$ cat src/rtl/servo_seq_pkg.sv
// Shared types, constants and helpers for the three-servo pose sequencer.
package servo_seq_pkg;

  localparam int unsigned PW_W = 17;
  localparam logic [PW_W-1:0] HOME_PW = 17'd75000;

  typedef enum logic [1:0] {
    IDLE  = 2'd0,
    MOVE  = 2'd1,
    DWELL = 2'd2
  } state_e;

  // pw[0] drives servo 1, pw[1] servo 2, pw[2] servo 3
  typedef struct packed {
    logic [2:0][PW_W-1:0] pw;
  } pose_t;

  // Concatenation order is {servo3, servo2, servo1}
  localparam pose_t DEFAULT_POSES [4] = '{
    pose_t'({17'd75000, 17'd50000,  17'd100000}),
    pose_t'({17'd90000, 17'd100000, 17'd50000}),
    pose_t'({17'd60000, 17'd75000,  17'd75000}),
    pose_t'({17'd75000, 17'd75000,  17'd75000})
  };

  // Tables longer than four poses repeat the default pattern
  function automatic pose_t default_pose(input logic [3:0] idx);
    return DEFAULT_POSES[idx[1:0]];
  endfunction

  function automatic logic [PW_W-1:0] clamp_pw(input logic [PW_W-1:0] v,
                                               input logic [PW_W-1:0] lo,
                                               input logic [PW_W-1:0] hi);
    if (v < lo) return lo;
    if (v > hi) return hi;
    return v;
  endfunction

endpackage

$ cat src/rtl/servo_ramp.sv
// One servo channel: holds the commanded pulse width and ramps it toward a
// clamped target by at most STEP counts each time en is pulsed.
module servo_ramp
  import servo_seq_pkg::*;
#(
  parameter int unsigned STEP   = 500,
  parameter int unsigned MIN_PW = 50000,
  parameter int unsigned MAX_PW = 100000
) (
  input  logic            CLK,
  input  logic            RST,
  input  logic            en,
  input  logic [PW_W-1:0] tgt,
  output logic [PW_W-1:0] pw,
  output logic            at_tgt,
  output logic            arrive
);

  localparam logic [PW_W-1:0] MIN_C  = PW_W'(MIN_PW);
  localparam logic [PW_W-1:0] MAX_C  = PW_W'(MAX_PW);
  localparam logic [PW_W:0]   STEP_C = (PW_W + 1)'(STEP);

  logic [PW_W-1:0]        tgt_c;
  logic [PW_W-1:0]        pw_step;
  logic signed [PW_W:0]   diff;
  logic [PW_W:0]          mag;

  // Next ramp value; arrive means this step lands exactly on the target
  always_comb begin
    tgt_c   = clamp_pw(tgt, MIN_C, MAX_C);
    diff    = $signed({1'b0, tgt_c}) - $signed({1'b0, pw});
    mag     = diff[PW_W] ? (~diff + 1'b1) : diff;
    arrive  = 1'b0;
    pw_step = tgt_c;
    if (mag <= STEP_C) begin
      arrive = 1'b1;
    end else if (diff[PW_W]) begin
      pw_step = pw - STEP_C[PW_W-1:0];
    end else begin
      pw_step = pw + STEP_C[PW_W-1:0];
    end
    at_tgt = (pw == tgt_c);
  end

  // Pulse-width register, updated only on enabled frame ticks
  always_ff @(posedge CLK) begin
    if (RST) begin
      pw <= HOME_PW;
    end else if (en) begin
      pw <= pw_step;
    end
  end

endmodule

$ cat src/rtl/servo_sequencer.sv
// Pose-table playback sequencer for the three-servo arm. Ramps all channels
// toward the active pose once per PWM frame, dwells, then advances.
// Optional feature macro SERVO_SEQ_TEACH_EN adds a writable pose table.
module servo_sequencer
  import servo_seq_pkg::*;
#(
  parameter int unsigned NUM_POSES    = 4,
  parameter int unsigned STEP         = 500,
  parameter int unsigned DWELL_FRAMES = 25,
  parameter int unsigned MIN_PW       = 50000,
  parameter int unsigned MAX_PW       = 100000
) (
  input  logic            CLK,
  input  logic            RST,
  input  logic            FRAME_TICK,
  input  logic            START,
  input  logic            STOP,
  input  logic            LOOP,
`ifdef SERVO_SEQ_TEACH_EN
  input  logic            POSE_WE,
  input  logic [3:0]      POSE_ADDR,
  input  logic [1:0]      POSE_CH,
  input  logic [PW_W-1:0] POSE_DATA,
`endif
  output logic [PW_W-1:0] PW1,
  output logic [PW_W-1:0] PW2,
  output logic [PW_W-1:0] PW3,
  output logic            BUSY,
  output logic [3:0]      POSE_IDX,
  output logic            AT_TARGET,
  output logic            DONE
);

  localparam logic [1:0] ST_IDLE  = IDLE;
  localparam logic [1:0] ST_MOVE  = MOVE;
  localparam logic [1:0] ST_DWELL = DWELL;

  localparam int unsigned CNT_W = $clog2(DWELL_FRAMES + 1);
  localparam logic [CNT_W-1:0] DWELL_LAST = CNT_W'(DWELL_FRAMES - 1);
  localparam logic [3:0]       LAST_POSE  = 4'(NUM_POSES - 1);

  logic [1:0]       state_q, state_d;
  logic [3:0]       idx_q, idx_d;
  logic [CNT_W-1:0] cnt_q, cnt_d;
  logic             done_q, done_d;
  logic [2:0]       arrive;
  logic [2:0]       at_tgt;
  logic             ramp_en;
  pose_t            cur_pose;

`ifdef SERVO_SEQ_TEACH_EN
  // Sized to the full address space so the 4-bit index never exceeds it
  pose_t pose_tbl [16];

  // Teachable pose table; out-of-range addresses and channel 3 are dropped
  always_ff @(posedge CLK) begin
    if (RST) begin
      for (int i = 0; i < 16; i++) begin
        pose_tbl[i] <= default_pose(4'(i));
      end
    end else if (POSE_WE && ({1'b0, POSE_ADDR} < 5'(NUM_POSES))) begin
      case (POSE_CH)
        2'd0:    pose_tbl[POSE_ADDR].pw[0] <= POSE_DATA;
        2'd1:    pose_tbl[POSE_ADDR].pw[1] <= POSE_DATA;
        2'd2:    pose_tbl[POSE_ADDR].pw[2] <= POSE_DATA;
        default: ;
      endcase
    end
  end

  assign cur_pose = pose_tbl[idx_q];
`else
  assign cur_pose = default_pose(idx_q);
`endif

  // STOP freezes positions even when it lands on a frame tick
  assign ramp_en = FRAME_TICK && (state_q == ST_MOVE) && !STOP;

  servo_ramp #(.STEP(STEP), .MIN_PW(MIN_PW), .MAX_PW(MAX_PW)) u_ramp1 (
    .CLK    (CLK),
    .RST    (RST),
    .en     (ramp_en),
    .tgt    (cur_pose.pw[0]),
    .pw     (PW1),
    .at_tgt (at_tgt[0]),
    .arrive (arrive[0])
  );

  servo_ramp #(.STEP(STEP), .MIN_PW(MIN_PW), .MAX_PW(MAX_PW)) u_ramp2 (
    .CLK    (CLK),
    .RST    (RST),
    .en     (ramp_en),
    .tgt    (cur_pose.pw[1]),
    .pw     (PW2),
    .at_tgt (at_tgt[1]),
    .arrive (arrive[1])
  );

  servo_ramp #(.STEP(STEP), .MIN_PW(MIN_PW), .MAX_PW(MAX_PW)) u_ramp3 (
    .CLK    (CLK),
    .RST    (RST),
    .en     (ramp_en),
    .tgt    (cur_pose.pw[2]),
    .pw     (PW3),
    .at_tgt (at_tgt[2]),
    .arrive (arrive[2])
  );

  // Sequencing FSM: pose index, dwell counter and completion pulse
  always_comb begin
    state_d = state_q;
    idx_d   = idx_q;
    cnt_d   = cnt_q;
    done_d  = 1'b0;
    if (STOP) begin
      state_d = ST_IDLE;
      cnt_d   = '0;
    end else begin
      case (state_q)
        ST_IDLE: begin
          if (START) begin
            state_d = ST_MOVE;
            idx_d   = '0;
          end
        end
        ST_MOVE: begin
          if (FRAME_TICK && (&arrive)) begin
            state_d = ST_DWELL;
            cnt_d   = '0;
          end
        end
        ST_DWELL: begin
          if (FRAME_TICK) begin
            if (cnt_q == DWELL_LAST) begin
              cnt_d = '0;
              if (idx_q != LAST_POSE) begin
                idx_d   = idx_q + 1'b1;
                state_d = ST_MOVE;
              end else if (LOOP) begin
                idx_d   = '0;
                state_d = ST_MOVE;
              end else begin
                done_d  = 1'b1;
                state_d = ST_IDLE;
              end
            end else begin
              cnt_d = cnt_q + 1'b1;
            end
          end
        end
        default: state_d = ST_IDLE;
      endcase
    end
  end

  // FSM state registers
  always_ff @(posedge CLK) begin
    if (RST) begin
      state_q <= ST_IDLE;
      idx_q   <= '0;
      cnt_q   <= '0;
      done_q  <= 1'b0;
    end else begin
      state_q <= state_d;
      idx_q   <= idx_d;
      cnt_q   <= cnt_d;
      done_q  <= done_d;
    end
  end

  assign BUSY      = (state_q != ST_IDLE);
  assign POSE_IDX  = idx_q;
  assign AT_TARGET = &at_tgt;
  assign DONE      = done_q;

endmodule

$ cat config.mk
export PLATFORM = sky130hd
export DESIGN_NAME = servo_sequencer
export DESIGN_NICKNAME = d
export VERILOG_FILES = /design/src/rtl/servo_seq_pkg.sv /design/src/rtl/servo_ramp.sv /design/src/rtl/servo_sequencer.sv
export SDC_FILE = /design/constraint.sdc
export NUM_CORES = 1
export LEC_CHECK = 0
export ABC_CLOCK_PERIOD_IN_PS = 10800
export BUFFER_PORTS_ARGS = -buffer_cell sky130_fd_sc_hd__buf_2
export CAP_MARGIN = 20
export CORE_ASPECT_RATIO = 1.75
export CORE_UTILIZATION = 69
export CTS_BUF_LIST = sky130_fd_sc_hd__clkbuf_4
export CTS_CLUSTER_SIZE = 12
export DETAILED_ROUTE_END_ITERATION = 16
export PLACE_DENSITY = 0.9
export SLEW_MARGIN = 10
export SYNTH_ARGS = -nofsm -noshare
export SYNTH_HDL_FRONTEND = slang
export SYNTH_SLANG_ARGS = --single-unit
$ cat constraint.sdc
create_clock -name CLK -period 10.8 [get_ports CLK]
set_input_delay 2.16 -clock CLK [delete_from_list [all_inputs] [get_ports CLK]]
set_output_delay 2.16 -clock CLK [all_outputs]
set_load 0.03 [all_outputs]
# --- Word-level counts from Yosys, hierarchy flattened ---
# Index checks and enable logic that the tools add are counted.
classes:
  n_reduce_logical: 15
  n_lt_le_gt_ge: 10
  n_mux: 54
  bitwise_logic: 8
  n_eq_ne: 12
  add_sub_neg: 14
ops:
  columns: ["cell", "count"]
  rows:
  - ["$mux 17", 18]
  - ["$bmux 51 s2", 1]
  - ["$mux 51", 2]
  - ["$add 18x1->18 const B", 3]
  - ["$le 18x9->1 const B", 3]
  - ["$mux 18", 3]
  - ["$not 18->18", 3]
  - ["$sub 17x17->18", 3]
  - ["$add 17x9->17 const B", 3]
  - ["$eq 17x17->1", 3]
  - ["$gt 17x17->1 const B", 3]
  - ["$lt 17x16->1 const B", 3]
  - ["$sub 17x9->17 const B", 3]
  - ["$mux 4", 5]
  - ["$mux 1", 15]
  - ["$mux 5", 3]
  - ["$pmux 5 s2", 1]
  - ["$reduce_and 3->1", 3]
  - ["$mux 2", 4]
  - ["$pmux 4 s2", 1]
  - ["$ne 2x2->1 const B", 3]
  - ["$pmux 2 s3", 1]
  - ["$reduce_and 6->1", 1]
  - ["$reduce_bool 2->1", 3]
  - ["17 further kinds", 22]
totals:
  wordCells: 120
  register_bits: 63
  in_bits: 6
  out_inout_bits: 58

# --- Depth between registers and ports, before layout ---
# Gate-level depths: netlist (run 1).
logic_depth:
  depth_word: 19
  ltp_mapped: 26
  mapped_depth_nobuf: 24

# --- Modules after synthesis ---
# From an unflattened synthesis (run 1), not the netlist that was laid out.
unflattened:
  cells_unflattened: 1368
  hier_area_um2: 10029.6
modules_own_cells:
  columns: ["module", "cells_each", "instances", "area_per_inst_um2"]
  rows:
  - ["servo_ramp", 426, 3, 3072.9]
  - ["servo_sequencer", 90, 1, 810.8]

# --- Least setup slack after synthesis (run 1) ---
# No wires, ideal clock.
synth_timing:
  kind: "register -> register"
  from: "reg idx_q[1], in the netlist POSE_IDX[1]"
  to: "reg u_ramp1.pw[16]"
  setup_slack_ns: 4.887
  setup_ns: 0.120
  n_path_buf: 2
  t_arrival_ns: 5.793
  path_stages_with_launch: 26
  synth_period_minus_slack_ns: 5.913
  t_required_ns: 10.680
  path_cell_list: "dfxtp_1 -> inv_1 -> ha_1 -> inv_1 -> ha_1 -> buf_2 -> and3b_1 -> nor3_1 -> o21a_1 -> nor4_1 -> nor2_1 -> inv_1 -> clkbuf_1 -> ha_1 -> a21o_1 -> a21oi_1 -> nor2b_1 -> o21a_1 -> o311a_1 -> o21a_1 -> o21ai_0 -> a21oi_1 -> a31oi_1 -> xnor2_1 -> a211oi_1 -> a211o_1"
synth_between:
  elab_chain_cells: 15
synth_rtl:
  columns: ["item", "line", "rtl"]
  rows:
  - ["start: declaration", "servo_sequencer.sv:43", "logic [3:0] idx_q, idx_d;"]
  - ["start signal: assignment", "servo_sequencer.sv:165", "idx_q <= idx_d;"]
  - ["$not 2->3 (not written as such) *", "servo_seq_pkg.sv:28", "return DEFAULT_POSES[idx[1:0]];"]
  - ["$bmux 51 s2 *", "servo_seq_pkg.sv:28", null]
  - ["$mux 51 (not written as such) * (2 in series)", "servo_seq_pkg.sv:28", null]
  - ["$gt 17x17->1", "servo_seq_pkg.sv:35", "if (v > hi) return hi;"]
  - ["$mux 1 (2 in series)", "servo_seq_pkg.sv:35", null]
  - ["$mux 17", "servo_seq_pkg.sv:36", "return v;"]
  - ["$mux 17 *", "servo_seq_pkg.sv:35", null]
  - ["$sub 17x17->18", "servo_ramp.sv:31", "diff = $signed({1'b0, tgt_c}) - $signed({1'b0, pw});"]
  - ["$not 18->18", "servo_ramp.sv:32", "mag = diff[PW_W] ? (~diff + 1'b1) : diff;"]
  - ["$add 18x1->18", "servo_ramp.sv:32", null]
  - ["$mux 18", "servo_ramp.sv:32", null]
  - ["$le 18x9->1", "servo_ramp.sv:35", "if (mag <= STEP_C) begin"]
  - ["$mux 17 *", "servo_ramp.sv:35", null]
  - ["end signal: assignment", "servo_ramp.sv:50", "pw <= pw_step;"]
  - ["end: declaration", "servo_ramp.sv:14", "output logic [PW_W-1:0] pw,"]
# Every way passes the cells marked *; elsewhere a longest branch is shown, timed or not. The select of a mux whose other input is x is not followed.
# A chain may end at the register's enable or synchronous reset.

# --- Worst setup path in the final report (run 1) ---
layout_timing:
  from: "reg idx_q[1], in the netlist POSE_IDX[1]"
  to: "reg u_ramp1.pw[15]"
# The elaborated chain is that of the path after synthesis.

==> metrics.txt, run 1 <==
status=completed; metal2 WL=12800 um; iteration count of the initial detailed-routing pass=5; final wirelength=25200 um; setup TNS=0 ns; final cell utilization of the core=0.745; Seq/Total Area, Yosys=0.134; die area=12800 um2; Die Y-Extent=149 um; crit path launch type=flop; clock buffer depth=2; TritonCTS Sinks=57; post-synth top area share=0.134; CTS root buf=clkbuf_4; area delta synth->final=4.89%; chip width=86.0 um; fraction of layout cells with a size suffix above 1=0.107; ANT nets after route=0; 1st-iter DRT viols=614; area of the core=12000 um2; critical path class=reg2reg; gr ovfl total=0; LEAKAGE=3.79 nW; num rows=53; final count of negative-setup-slack endpoints=0; peak supply drop=0.0868 mV; worst hold path type=reg2reg; maxcap violations=0; hold_buf cts=0; vias per cell=6.79; Yosys reg bits=57; Tmin final=7.41 ns; Post-Route M1 WL=9050 um; Vias=9161; first-pass GRT wire length=40600 um; P per Cell Area=86.2 nW/um2; port bufs=57; Area contributors post-synth=dfxtp_1 (13%), ha_1 (13%), a21oi_1 (6.6%), xnor2_1 (4.3%), nor2_1 (3.9%); Post-Synthesis Cell Area=8530 um2; initial antenna violation count=1; CTS tree=yes; post-CTS sizing=0; clk_lat worst skew=0.44 ns; CP Buf/Inv Count=3; count of cell types in the netlist=104; Initial Util=0.710; Hold Crit Depth=2; crit end category=flop; Num CTS Buffers=9; post-synth top area cell=dfxtp_1; Final Skew=0.0165 ns; # DRC=0; cell count after synthesis=1161; Slew Viols, Final=0; Top Ports=64; vias in the first global route=8685; RSZ-0062 raised after global routing=false; gr usage total=0.396; DR WL met3=1440 um; Register Area=1140 um2; commonest cells after routing, fill and taps aside=a21oi_1 (113), nor2_1 (89), ha_1 (87), inv_1 (81), nand2_1 (58); critical path required time=11.11 ns; Post-synth EDFFs=0; clock-pin slew on the worst setup and hold paths=0.12 ns; htree depth=3; Max Used Layer=met4; Max Clock Freq=0.135 GHz; postcts setup bufs=0; syn avg cell area=7.34 um2; WP depth=22; reg2reg path depth=22; Final period util=0.686; WL/cell=18.7 um; Multi-input gate area=6810 um2; Worst Path Arrival=7.72 ns; CP Max Fanout=16; yosys warns=0; Slew HR=0.288; Final Hold Fails=0; Worst Max-Slew Pin Slew=1.06 ns; most common cell after layout, fill and taps aside=a21oi_1; critical path's slowest cell=nor2_1; family with the most delay on the worst path=compound AO/OA/AOI/OAI gates; CP peak stage delay=0.82 ns; total of fill cells in the finished design=994; ys flop type=dfxtp_1; HPWL after DPL=18800 um; Critical Path, Cell by Cell=inv_1 -> ha_1 -> inv_1 -> ha_1 -> and3b_1 -> nor3_1 -> o21a_1 -> nor4_1 -> nor2_1 -> inv_1 -> ha_1 -> a21oi_1 -> o21bai_1 -> a21o_1 -> a21oi_1 -> o21ai_0 -> or4_1 -> a31o_2 -> a21oi_1 -> xnor2_1 -> a211oi_1 -> a211oi_1; Final Wtd Congestion=1.03; Async SR Flop Fraction=0; nets=1277; pin count of the biggest net entering global routing=52
through the flow:
stage	cells	cell area (um2)	setup WS (ns)	hold slack (ns)	power (W)
floorplan	1166	8540	4.89	0.454	0.000530
global placement	1332	8800	3.97	0.466	0.000586
detailed placement	1332	8800	3.80	0.479	0.000597
CTS	1348	8930	3.68	0.498	0.000760
global route	1349	8940	2.97	0.532	0.000817
finish	1349	8940	3.39	0.493	0.000770
routing by layer:
metal / up-vias / global-route usage
met5: - / 0
met4: 0 / 0.280
met3: 149 / 0.0576
met2: 440 / 0.714
met1: 4258 / 0.411
li1: 4314 / -
report_power, final:
part / internal [W] / switching (W) / leakage [nW] / total [W]
Clock: 0.0000699 / 0.0000957 / 0.0660 / 0.000166
Combinational: 0.000158 / 0.000226 / 3.26 / 0.000384
Sequential: 0.000214 / 0.00000705 / 0.461 / 0.000221
Total: 0.000441 / 0.000329 / 3.79 / 0.000770
worst reg2reg max path, delay by kind of cell (launching register included):
family / cells / cell delay (ns)
AOI/OAI and AO/OA: 10 / 2.05
adders and majority gates: 3 / 1.49
and+or+nand+nor: 5 / 1.94
buffers and inverters: 3 / 1.21
xor gates and xnor gates: 1 / 0.08
DFF: 1 / 0.50
cells by family after synthesis:
family                   count (synthesis)  share of synthesized area
flip-flops                              57                      0.134
multiplexers                            12                     0.0150
buffers and inverters                  145                     0.0716
XOR/XNOR                                80                     0.0831
AO/OA/AOI/OAI                          376                      0.303
adder cells (fa/ha/maj)                 93                      0.142
other                                    1                   0.000440
AND/OR/NAND/NOR                        397                      0.251
synth_stat cells, drive strengths merged (15+ instances only):
cell type	count
buf	29
a21oi	114
nor4	15
nand3	41
o211ai	20
inv	82
ha	87
xnor2	43
dfxtp	57
nor2b	18
nor3	51
nand2b	18
clkbuf	34
a31oi	17
nor2	90
nand2	59
o21ai	49
xor2	37
a21o	26
a211oi	34
sequential cells by signal, summed over array words and instances, names as in the netlist:
| register | count |
|---|---|
| state_q | 2 |
| DONE | 1 |
| u_ramp1.pw | 15 |
| u_ramp3.pw | 15 |
| cnt_q | 5 |
| POSE_IDX | 4 |
| u_ramp2.pw | 15 |
final timing paths:
path                            startpoint                     endpoint  slack [ns]
setup / recovery  POSE_IDX[1]$_SDFFE_PP0P_  u_ramp1.pw[15]$_SDFFE_PP0P_        3.39
setup reg to reg  POSE_IDX[1]$_SDFFE_PP0P_  u_ramp1.pw[15]$_SDFFE_PP0P_        3.39
hold reg to reg      cnt_q[1]$_SDFFE_PP0P_        cnt_q[1]$_SDFFE_PP0P_        0.49
hold / removal       cnt_q[1]$_SDFFE_PP0P_        cnt_q[1]$_SDFFE_PP0P_        0.49
area by class of cell:
| cell class | instances | share of cell area |
|---|---|---|
| clock inverters | 7 | 0.00784 |
| inverters | 82 | 0.0344 |
| multi-input cells | 964 | 0.761 |
| well taps | 165 | 0.0231 |
| repair buffers | 64 | 0.0378 |
| diodes | 1 | 0.000280 |
| flip-flops and latches | 57 | 0.128 |
| clock buffers | 9 | 0.00756 |
No activity file was read; power rests on OpenSTA's default activity.
==> run 2: changes to the inputs <==
--- a/config.mk
+++ b/config.mk
@@ -5,15 +5,15 @@
 export SDC_FILE = /design/constraint.sdc
 export NUM_CORES = 1
 export LEC_CHECK = 0
-export ABC_CLOCK_PERIOD_IN_PS = 10800
+export ABC_CLOCK_PERIOD_IN_PS = 7300
 export BUFFER_PORTS_ARGS = -buffer_cell sky130_fd_sc_hd__buf_2
 export CAP_MARGIN = 20
 export CORE_ASPECT_RATIO = 1.75
-export CORE_UTILIZATION = 69
+export CORE_UTILIZATION = 64
 export CTS_BUF_LIST = sky130_fd_sc_hd__clkbuf_4
 export CTS_CLUSTER_SIZE = 12
 export DETAILED_ROUTE_END_ITERATION = 16
-export PLACE_DENSITY = 0.9
+export PLACE_DENSITY = 0.84
 export SLEW_MARGIN = 10
 export SYNTH_ARGS = -nofsm -noshare
 export SYNTH_HDL_FRONTEND = slang
==> constraint.sdc (replaced) <==
create_clock -name CLK -period 7.3 [get_ports CLK]
set_input_delay 1.46 -clock CLK [delete_from_list [all_inputs] [get_ports CLK]]
set_output_delay 1.46 -clock CLK [all_outputs]
set_load 0.03 [all_outputs]
==> run 2 against run 1 <==
  * Final cell count is 0.67% higher
  * Sequential share of layout area down 0.067 points
  * Global-route usage fell by 2.3 points
  * Critical path type unchanged
  * Critical endpoint is now u_ramp3.pw[15]$_SDFFE_PP0P_
==> metrics.txt, run 2 (synthesis results as in run 1) <==
status=completed; Worst Max-Slew Pin Slew=1.01 ns (-0.0530 ns); gr ovfl total=0 (unchanged); Critical Path, Cell by Cell=inv_1 -> ha_1 -> buf_4 -> inv_2 -> ha_1 -> a21o_1 -> a21boi_1 -> a21oi_1 -> a31oi_1 -> nor2b_1 -> a311oi_4 -> inv_1 -> ha_1 -> a21oi_1 -> o21bai_1 -> a21o_1 -> a21oi_1 -> o21ai_0 -> o41ai_1 -> o21ai_0 -> a21oi_1 -> xor2_1 -> a21o_1 -> a211oi_1; clock-pin slew on the worst setup and hold paths=0.12 ns (about the same); commonest cells after routing, fill and taps aside=a21oi_1 (113), nor2_1 (89), ha_1 (87), inv_1 (81); crit path launch type=flop; vias in the first global route=8645 (-0.46%); final wirelength=24700 um (-1.8%); area delta synth->final=5.44%; postcts setup bufs=0 (unchanged); final cell utilization of the core=0.695 (-0.0501); chip width=89.2 um (+3.7%); Worst Path Arrival=6.69 ns (-1.03 ns); total power=0.00117 W (+52%); first-pass GRT wire length=40500 um (-0.12%); Die Y-Extent=155 um (+3.8%); worst hold path type=reg2reg; pin count of the biggest net entering global routing=52 (unchanged); WL/cell=18.2 um (-2.4%); setup TNS=0 ns (unchanged); critical path required time=7.67 ns (-3.44 ns); P per Cell Area=131 nW/um2 (+52%); HPWL after DPL=18900 um (+0.58%); TritonCTS Sinks=57 (unchanged); critical path class=reg2reg; post-CTS sizing=0 (unchanged); Top Ports=64 (unchanged); RSZ-0062 raised after global routing=false; vias per cell=6.68 (-1.6%); cell mode on critical path=a21oi_1; LEAKAGE=3.82 nW (+1.0%); CP Max Fanout=25 (+9); hold_buf cts=0 (unchanged); clk_lat worst skew=0.44 ns (about the same); reg2reg path depth=24 (+9.1%); Final Hold Fails=0 (unchanged); Slew HR=0.323 (+0.0355); most common cell after layout, fill and taps aside=a21oi_1; 1st-iter DRT viols=665 (+8.3%); Slew Viols, Final=0 (unchanged); Max Clock Freq=0.158 GHz (+17%); crit end category=flop; total of fill cells in the finished design=1184 (+19%); htree depth=3 (unchanged); WP depth=24 (+9.1%); gr usage total=0.373 (-0.0234); ANT nets after route=0 (unchanged); peak supply drop=0.0953 mV (+9.8%); CTS tree=yes; Tmin final=6.32 ns (-1.09 ns); # DRC=0 (unchanged); fraction of layout cells with a size suffix above 1=0.109 (+0.00226); nets=1281 (+0.31%); port bufs=57 (unchanged); Initial Util=0.659 (-0.0513); design area=8990 um2 (+0.53%); Num CTS Buffers=9 (unchanged); clock buffer depth=2 (unchanged); final count of negative-setup-slack endpoints=0 (unchanged); CP Buf/Inv Count=4 (+1); family with the most delay on the worst path=compound AO/OA/AOI/OAI gates; Final period util=0.865 (+0.180); die area=13800 um2 (+7.7%); placed instance area=8830 um2 (+0.34%); maxcap violations=0 (unchanged); area of the core=12900 um2 (+7.8%); num rows=55 (+3.8%); Vias=9072 (-0.97%); Final Skew=0.0253 ns (+0.00874 ns); Final Wtd Congestion=1.02 (-1.4%); initial antenna violation count=1 (unchanged); critical path's slowest cell=a311oi_4; CTS root buf=clkbuf_4; biggest regs=u_ramp1.pw: 15 flops, u_ramp2.pw: 15 flops, u_ramp3.pw: 15 flops; CP peak stage delay=0.71 ns (-0.11 ns); Hold Crit Depth=2 (unchanged); iteration count of the initial detailed-routing pass=6 (+1)
## run 2: where the power goes
group | switching (W) | total (W) | internal, W
clock | 0.000141 | 0.000282 | 0.000141
combinational | 0.000332 | 0.000565 | 0.000233
sequential | 0.0000103 | 0.000327 | 0.000317
total | 0.000484 | 0.00117 | 0.000691
## run 2: worst paths after layout
check,startpoint,end,slack [ns]
setup / recovery,POSE_IDX[1]$_SDFFE_PP0P_,u_ramp3.pw[15]$_SDFFE_PP0P_,0.98
setup reg to reg,POSE_IDX[1]$_SDFFE_PP0P_,u_ramp3.pw[15]$_SDFFE_PP0P_,0.98
hold reg to reg,cnt_q[1]$_SDFFE_PP0P_,cnt_q[1]$_SDFFE_PP0P_,0.50
hold / removal,cnt_q[1]$_SDFFE_PP0P_,cnt_q[1]$_SDFFE_PP0P_,0.50
## run 2: area by class of cell
type | instances | area (um2) | area share
multi-input cells | 964 | 6800 | 0.757
flip-flops and latches | 57 | 1140 | 0.127
repair buffers | 68 | 365 | 0.0406
inverters | 82 | 308 | 0.0342
well taps | 171 | 214 | 0.0238
clock inverters | 5 | 81.3 | 0.00905
clock buffers | 10 | 75.1 | 0.00835
diodes | 1 | 2.50 | 0.000278
## run 2: worst min-delay path: stages, from the launching register on
cell	delay, ns
dfxtp_1	0.36
nand2_1	0.07
o21ai_1	0.05
## run 2: stage by stage
| stage | worst slack, ns | cells | hold WS [ns] |
|---|---|---|---|
| detailed placement | 1.13 | 1341 | 0.479 |
| CTS | 1.09 | 1356 | 0.497 |
| finish | 0.982 | 1358 | 0.502 |
| floorplan | 1.39 | 1166 | 0.454 |
| global placement | 1.26 | 1341 | 0.470 |
| global route | 0.543 | 1358 | 0.520 |
## run 2: routing by layer
metal | vias up | track usage | share of wire
met5 | - | 0 | 0
met4 | 0 | 0.255 | 0.074
met3 | 150 | 0.0539 | 0.052
met2 | 383 | 0.660 | 0.51
met1 | 4203 | 0.391 | 0.37
li1 | 4336 | - | -
==> run 3: changes to the inputs <==
--- a/config.mk
+++ b/config.mk
@@ -9,6 +9,7 @@
 export BUFFER_PORTS_ARGS = -buffer_cell sky130_fd_sc_hd__buf_2
 export CAP_MARGIN = 20
 export CORE_ASPECT_RATIO = 1.75
+export CORE_MARGIN = 10
 export CORE_UTILIZATION = 64
 export CTS_BUF_LIST = sky130_fd_sc_hd__clkbuf_4
 export CTS_CLUSTER_SIZE = 12
==> run 3 against run 2 <==
  * Die area up 34%
  * Design area down 0.35%
  * Critical path depth unchanged
  * Maximum frequency up 2.3%
  * Clock-buffer cell count down 1
  * Hold slack worse by 0.0019 ns
  * Clock power down 21%
  * Core utilization down 0.61 points
  * Non-clock buffer count unchanged
  * Power down 4.9%
  * Critical endpoint unchanged
  * Largest power group unchanged
  * Highest routed layer unchanged
==> metrics.txt, run 3 (synthesis results as in run 1) <==
status=completed; CP Max Fanout=25 (unchanged); initial antenna violation count=1 (unchanged); first-pass GRT wire length=41300 um (+1.8%); nets=1281 (unchanged); 1st-iter DRT viols=588 (-12%); WL/cell=18.5 um (+1.8%); final wirelength=25200 um (+1.9%); setup TNS=0 ns (unchanged); pin count of the biggest net entering global routing=52 (unchanged); Tmin final=6.17 ns (-0.144 ns); final cell utilization of the core=0.689 (-0.00608); R2R Setup Slk=1.13 ns (+0.14 ns); Vias=9103 (+0.34%); ANT nets after route=0 (unchanged); chip width=107 um (+20%); vias in the first global route=8756 (+1.3%); Worst Max-Slew Pin Slew=1.13 ns (+0.119 ns); critical path class=reg2reg; htree depth=3 (unchanged); most common cell after layout, fill and taps aside=a21oi_1; iteration count of the initial detailed-routing pass=5 (-1); LEAKAGE=3.80 nW (-0.55%); Final period util=0.846 (-0.0198); maxcap violations=0 (unchanged); Num CTS Buffers=9 (unchanged); Final Skew=0.0188 ns (-0.00646 ns); CTS root buf=clkbuf_4; CTS tree=yes; clk_lat worst skew=0.46 ns (+0.02 ns); Slew Viols, Final=0 (unchanged); gr usage total=0.265 (-0.108); postcts setup bufs=0 (unchanged); die area=18500 um2 (+34%); worst hold path type=reg2reg; RSZ-0062 raised after global routing=false; Top Ports=64 (unchanged); vias per cell=6.70 (+0.27%); Initial Util=0.656 (-0.00349); biggest regs=u_ramp1.pw: 15 flops, u_ramp2.pw: 15 flops, u_ramp3.pw: 15 flops; post-CTS sizing=0 (unchanged); area of the core=13000 um2 (+0.53%); Worst Path Arrival=6.56 ns (-0.13 ns); P per Cell Area=125 nW/um2 (-4.6%); Die Y-Extent=173 um (+12%); Final Wtd Congestion=0.985 (-3.4%); Max Clock Freq=0.162 GHz (+2.3%); commonest cells after routing, fill and taps aside=a21oi_1 (113), nor2_1 (89), ha_1 (87), inv_1 (81), nand2_1 (58); gr ovfl total=0 (unchanged); fraction of layout cells with a size suffix above 1=0.110 (+0.000751); TritonCTS Sinks=57 (unchanged); clock-pin slew on the worst setup and hold paths=0.13 ns (about the same); Slew HR=0.239 (-0.0841); HPWL after DPL=19600 um (+3.4%); # DRC=0 (unchanged); crit end category=flop; crit path launch type=flop; clock buffer depth=2 (unchanged); final count of negative-setup-slack endpoints=0 (unchanged); critical path required time=7.68 ns (about the same); port bufs=57 (unchanged); area delta synth->final=5.08%; num rows=55 (unchanged); peak supply drop=0.0930 mV (-2.4%); Final Hold Fails=0 (unchanged); hold_buf cts=0 (unchanged)
run 3: path summary, 6_finish.rpt:
path                            startpoint                     endpoint  cells after the start
setup / recovery  POSE_IDX[1]$_SDFFE_PP0P_  u_ramp3.pw[15]$_SDFFE_PP0P_                     24
hold / removal       cnt_q[1]$_SDFFE_PP0P_        cnt_q[1]$_SDFFE_PP0P_                      2
hold reg to reg      cnt_q[1]$_SDFFE_PP0P_        cnt_q[1]$_SDFFE_PP0P_                      2
setup reg to reg  POSE_IDX[1]$_SDFFE_PP0P_  u_ramp3.pw[15]$_SDFFE_PP0P_                     24
run 3: metrics by stage:
stage	instances	worst slack, ns	total power [W]	cell area [um2]	hold slack [ns]
after global placement	1342	1.53	0.000876	8830	0.467
after global routing	1359	0.517	0.00120	8960	0.534
after floorplan	1166	1.39	0.000784	8540	0.454
after detailed placement	1342	1.28	0.000885	8830	0.487
after CTS	1358	1.21	0.00111	8960	0.506
final	1359	1.13	0.00112	8960	0.500
run 3: worst max-delay path: stages (launching register included):
cell      delay, ns
dfxtp_1        0.33
inv_1          0.17
ha_1           0.18
buf_4          0.30
inv_2          0.15
ha_1           0.42
a21o_1         0.25
a21boi_1       0.29
a21oi_1        0.16
a31oi_1        0.19
nor2b_1        0.09
a311oi_4       0.71
inv_1          0.31
ha_1           0.40
a21oi_1        0.23
o21bai_1       0.11
a21o_1         0.23
a21oi_1        0.21
o21ai_0        0.16
o41ai_1        0.42
o21ai_0        0.14
a21oi_1        0.19
xor2_1         0.08
a21o_1         0.17
a211oi_1       0.22
run 3: layer usage:
layer / up-vias / GRT usage / routed length [um]
met5: - / 0 / 0
met4: 0 / 0.177 / 1600
met3: 137 / 0.0454 / 1470
met2: 361 / 0.479 / 13100
met1: 4259 / 0.265 / 9040
li1: 4346 / - / -
run 3: layout make-up:
class                      instances  area, um2
inverter                          82        308
sequential                        57       1140
tap                              171        214
antenna                            1       2.50
clock buffer                       9       67.6
multi-input combinational        964       6800
timing repair buffer              68        368
fill                            1170       4050
clock inverter                     7       55.1
run 3: report_power, final:
| part | leakage, nW | internal, W | switching, W |
|---|---|---|---|
| Clock | 0.0629 | 0.0000723 | 0.000151 |
| Sequential | 0.461 | 0.000317 | 0.0000104 |
| Combinational | 3.28 | 0.000234 | 0.000332 |
| Total | 3.80 | 0.000624 | 0.000493 |
